## config.mk

```make
export PLATFORM = sky130hd
export DESIGN_NAME = alu_issue_ctrl
export DESIGN_NICKNAME = d
export VERILOG_FILES = /design/src/rtl/alu_issue_ctrl.sv
export SDC_FILE = /design/constraint.sdc
export NUM_CORES = 1
export LEC_CHECK = 0
export CAP_MARGIN = 30
export CORE_ASPECT_RATIO = 1.75
export CORE_MARGIN = 5
export CORE_UTILIZATION = 43
export DETAILED_ROUTE_END_ITERATION = 6
export PLACE_DENSITY = 0.82
export RECOVER_POWER = 25
export SETUP_SLACK_MARGIN = 0.4
export SLEW_MARGIN = 10
export SYNTH_ARGS = -nofsm -noshare
export SYNTH_HDL_FRONTEND = slang
export SYNTH_SLANG_ARGS = --single-unit
```

## constraint.sdc

```tcl
create_clock -name clk -period 4.2 [get_ports clk]
set_input_delay 1.26 -clock clk [delete_from_list [all_inputs] [get_ports clk]]
set_output_delay 1.26 -clock clk [all_outputs]
set_load 0.01 [all_outputs]
```

## src/rtl/alu_issue_ctrl.sv

```systemverilog
// alu_issue_ctrl
// Initiator side of the ALU operand/opcode interface. One decoded R-type
// request is accepted in IDLE, mapped onto the ALU's 3-bit Op / is_fp encoding,
// held stable on alu_* for the op's latency, and the captured result is then
// offered on a valid/ready writeback port. No request overlap: IDLE -> EXEC -> WB.
module alu_issue_ctrl #(
  parameter int XLEN       = 32,
  parameter int RD_W       = 5,
  parameter int FP_LATENCY = 4
) (
  input  logic            clk,
  input  logic            rst,
  input  logic            in_valid,
  output logic            in_ready,
  input  logic [2:0]      in_funct3,
  input  logic            in_funct7_5,
  input  logic            in_is_fp,
  input  logic [XLEN-1:0] in_rs1,
  input  logic [XLEN-1:0] in_rs2,
  input  logic [RD_W-1:0] in_rd,
  output logic [XLEN-1:0] alu_a,
  output logic [XLEN-1:0] alu_b,
  output logic [2:0]      alu_op,
  output logic            alu_is_fp,
  input  logic [XLEN-1:0] alu_result,
  output logic            wb_valid,
  input  logic            wb_ready,
  output logic [RD_W-1:0] wb_rd,
  output logic [XLEN-1:0] wb_data,
  output logic            busy,
  output logic            illegal
);

  // Counter must be able to hold the value FP_LATENCY itself.
  localparam int CNT_W = $clog2(FP_LATENCY + 1);

  typedef enum logic [1:0] {
    IDLE = 2'd0,
    EXEC = 2'd1,
    WB   = 2'd2
  } state_e;

  state_e            state_q;
  logic [XLEN-1:0]   alu_a_q, alu_b_q, wb_data_q;
  logic [2:0]        alu_op_q;
  logic              alu_is_fp_q;
  logic [RD_W-1:0]   rd_q, wb_rd_q;
  logic              wb_valid_q, illegal_q;
  logic [CNT_W-1:0]  cnt_q;

  logic [2:0]        dec_op;
  logic              dec_legal;
  logic              dec_shift;
  logic [XLEN-1:0]   dec_b;

  // Decode the incoming request into ALU Op, legality and shift-operand masking.
  always_comb begin
    // NOTE: every output gets a default first so no path leaves it unassigned,
    // which would otherwise infer a latch.
    dec_op    = in_funct3;
    dec_legal = 1'b0;
    dec_shift = 1'b0;
    if (in_is_fp) begin
      dec_legal = 1'b1;
    end else begin
      casez ({in_funct3, in_funct7_5})
        4'b000_0: begin dec_op = 3'b000; dec_legal = 1'b1; end  // ADD
        4'b000_1: begin dec_op = 3'b001; dec_legal = 1'b1; end  // SUB
        4'b111_?: begin dec_op = 3'b010; dec_legal = 1'b1; end  // AND
        4'b110_?: begin dec_op = 3'b011; dec_legal = 1'b1; end  // OR
        4'b100_?: begin dec_op = 3'b100; dec_legal = 1'b1; end  // XOR
        4'b001_0: begin dec_op = 3'b101; dec_legal = 1'b1; dec_shift = 1'b1; end  // SLL
        4'b101_1: begin dec_op = 3'b110; dec_legal = 1'b1; dec_shift = 1'b1; end  // SRA
        default:  begin dec_op = 3'b000; dec_legal = 1'b0; end
      endcase
    end
    // Shifts only ever see the 5-bit shift amount on operand B.
    dec_b = dec_shift ? {{(XLEN-5){1'b0}}, in_rs2[4:0]} : in_rs2;
  end

  // Issue FSM: accept, hold operands for the op latency, capture, write back.
  always_ff @(posedge clk) begin
    // NOTE: all state here uses non-blocking assignments so every register
    // samples pre-edge values regardless of statement order.
    if (rst) begin
      state_q     <= IDLE;
      alu_a_q     <= '0;
      alu_b_q     <= '0;
      alu_op_q    <= 3'b000;
      alu_is_fp_q <= 1'b0;
      rd_q        <= '0;
      wb_rd_q     <= '0;
      wb_data_q   <= '0;
      wb_valid_q  <= 1'b0;
      illegal_q   <= 1'b0;
      cnt_q       <= '0;
    end else begin
      illegal_q <= 1'b0;
      case (state_q)
        IDLE: begin
          if (in_valid) begin
            if (dec_legal) begin
              alu_a_q     <= in_rs1;
              alu_b_q     <= dec_b;
              alu_op_q    <= dec_op;
              alu_is_fp_q <= in_is_fp;
              rd_q        <= in_rd;
              cnt_q       <= CNT_W'(1);
              state_q     <= EXEC;
            end else begin
              // Unsupported request is consumed and only flagged.
              illegal_q <= 1'b1;
            end
          end
        end
        EXEC: begin
          if (!alu_is_fp_q || (cnt_q == CNT_W'(FP_LATENCY))) begin
            wb_data_q  <= alu_result;
            wb_rd_q    <= rd_q;
            wb_valid_q <= 1'b1;
            cnt_q      <= '0;
            state_q    <= WB;
          end else begin
            cnt_q <= cnt_q + CNT_W'(1);
          end
        end
        WB: begin
          if (wb_ready) begin
            wb_valid_q <= 1'b0;
            state_q    <= IDLE;
          end
        end
        default: state_q <= IDLE;
      endcase
    end
  end

  assign in_ready  = (state_q == IDLE) & ~rst;
  assign busy      = (state_q != IDLE);
  assign alu_a     = alu_a_q;
  assign alu_b     = alu_b_q;
  assign alu_op    = alu_op_q;
  assign alu_is_fp = alu_is_fp_q;
  assign wb_valid  = wb_valid_q;
  assign wb_rd     = wb_rd_q;
  assign wb_data   = wb_data_q;
  assign illegal   = illegal_q;

endmodule

```

==> reports/qor.yml <==
tightest_slew_ns: 1.43
hold_depth: 2
first_pass_iters: 5
synth_top_cell_by_area: "dfxtp_1"
slew_headroom_pct: 4.40
final-hold-violation-count: 0
avgSynthCellArea_sq_um: 8.08
cts.path.max_buffers: 2
first_global_vias: 4567
insertion_delay_ns: 0.40
setup_viol: 0
grt_pass1_wl_mm: 21.7
yosys_warnings: 0
root_buffer: "clkbuf_16"
cp.arrival_ns: 2.25
r2r_cells: 7
ys_seq_area_share_pct: 53.6
ys_ff_latch: 117
fin_setup_tns_ns: 0
dp_slack_ns: 0.538
hold_path_class: "reg -> reg"
synth_top_area_share_pct: 53.6
port_buffers: 218
clock-skew-final_ns: 0.00827
clk_pin_slew_ns: 0.05
final_common_cell: "clkdlybuf4s50_1"
n_antenna_cell: 0
core.rowCount: 48
pin_count: 219
ctsHoldBuffers: 0
post_cts_resized: 0
fin_area_sq_um: 7230
critPathSlowestCell: "clkdlybuf4s50_1"
routed_wl_mm: 14.0
grt_max_degree: 74
path_class: "in -> out"
end_kind: "output port"
grt_use_total_pct: 22.1
post_cts_buffers: 0
cts_buffers: 17
clkSinkCount: 117
p_leak_uw: 0.00279
mostFrequentLayoutCells: "clkdlybuf4s50_1 (203), nand2_1 (192), dfxtp_1 (117)"
setup_slack_ns: 0.694
ys.flop_type: "dfxtp_1"
vias_per_cell: 5.10
maxCapViolations: 0
async_reset_ff_share_pct: 0
cts_tree: "yes"
critPathLaunchType: "input pin"
dieArea_sq_um: 12400
fp.dieW_um: 86.2
synthTopCellsByArea: "dfxtp_1 (54%), nand2_1 (16%), a21oi_1 (10%)"
vias: 4495
initial_core_util_pct: 44.1
drt_iter0_markers: 232
hpwlAfterDp_mm: 10.0
hold_path.startpoint: "rd_q[3]"
gp_congestion: 0.812
fin_crit_sh_pct: 83.5
cp_max_fo: 49
rrSetupSlack_ns: 1.76
run_status: "complete, no violations"
num-fill-cells: 794
rsz0062_at_grt: "no"
syn2layout_area_growth_pct: 65.5
htreeDepth: 4
synth_cell_type_count: 36
nets: 857
register_area_sq_um: 2340
fmax_mhz: 285
fp.coreArea_sq_um: 9910
synth_edf_count: 0
crit_required_ns: 2.94
powerDensity_nw_per_um2: 442
synth_area_sq_um: 4370
period_needed_ns: 3.51
ir_drop_mv: 0.357
crit_path_max_incr_delay_ns: 0.49
antenna_found_initial: 0
placed_area_sq_um: 6650
r2r_end: "wb_data[0]"
grt_overflow: 0
critPathBufInv: 2
multiInputGateArea_sq_um: 1850
detail-route-antenna-nets: 0
syn_nets: 653
r2r-start: "cnt_q[0]"
min_to: "wb_rd[3]"
worstPathCellList: "buf_4 > nor2_1 > clkdlybuf4s50_1"
drive_above_1_share_pct: 6.22
die_h_um: 143
whs_ns: 0.448
drc: 0
slew_viol_final: 0
cpLargestDelayFamily: "buffers and inverters"
wl_per_cell_um: 15.9
synth_cells: 541
cell usage after synthesis, drive strengths merged (2+ instances only):
master,instances
a211oi,2
nor2,8
clkbuf,26
nand2,192
nand2b,2
dfxtp,117
nand3b,30
nand3,27
a21o,2
buf,16
or3b,2
a21oi,87
ha,2
mux2i,3
inv,6
state kept, by name (all words and copies together), names as in the netlist, 2 cells and up:
register,count
rd_q,5
alu_op,3
cnt_q,3
state_q,2
wb_data,32
alu_b,32
wb_rd,5
alu_a,32
metrics by stage:
step | power [uW] | util [%] | instances
5_1_grt | 3320 | 73.0 | 881
3_3_place_gp | 1720 | 66.8 | 850
6_report | 3190 | 73.0 | 881
4_1_cts | 3230 | 73.3 | 881
2_1_floorplan | 1440 | - | 541
3_5_place_dp | 1740 | 67.1 | 851
how the worst max path moves through the flow:
stage	from	end	slack [ns]	cells past startpoint
2_1_floorplan	rst	in_ready	1.04	3
3_3_place_gp	in_is_fp	alu_b[1]	0.62	6
3_5_place_dp	in_is_fp	alu_b[1]	0.54	6
4_1_cts	rst	in_ready	0.69	3
5_1_grt	rst	in_ready	0.65	3
6_report	rst	in_ready	0.69	3
worst reg2reg max path, cell delays in order (launching register included):
cell and delay (ns):
dfxtp_1 0.35, inv_1 0.06, ha_1 0.23, nand2_1 0.12, a21o_1 0.34, clkbuf_1 0.90, nand2_1 0.13, a21oi_1 0.23
where the power goes:
part | switching [uW] | internal, uW
clock | 475 | 1010
sequential | 37.5 | 1180
combinational | 224 | 263
total | 737 | 2460
kinds of logic (layout without fill, tap and decap cells):
| family | Yosys count | after routing | synth area share (%) |
|---|---|---|---|
| AOI/OAI and AO/OA | 103 | 103 | 13.1 |
| xor gates and xnor gates | 1 | 1 | 0.200 |
| adders and majority gates | 2 | 2 | 0.572 |
| buffers and inverters | 48 | 263 | 4.61 |
| DFF | 117 | 117 | 53.6 |
| muxes | 3 | 3 | 0.687 |
| and+or+nand+nor | 267 | 267 | 27.2 |
area by class of cell:
type	instances	share of cell area (%)
repair buffers	227	31.2
inverters	6	0.311
multi-input cells	376	25.5
clock inverters	10	2.14
well taps	125	2.16
flip-flops and latches	117	32.4
clock buffers	20	6.31
layer usage:
metal	GRT usage [%]	wire [um]	vias to the layer above	share of wire (%)
met3	6.08	872	32	6.2
met2	41.2	7580	184	54
met5	0	0	-	0
li1	-	-	2193	-
met1	21.9	5020	2086	36
met4	11.6	498	0	3.6
Power figures use the tool's default switching activity.
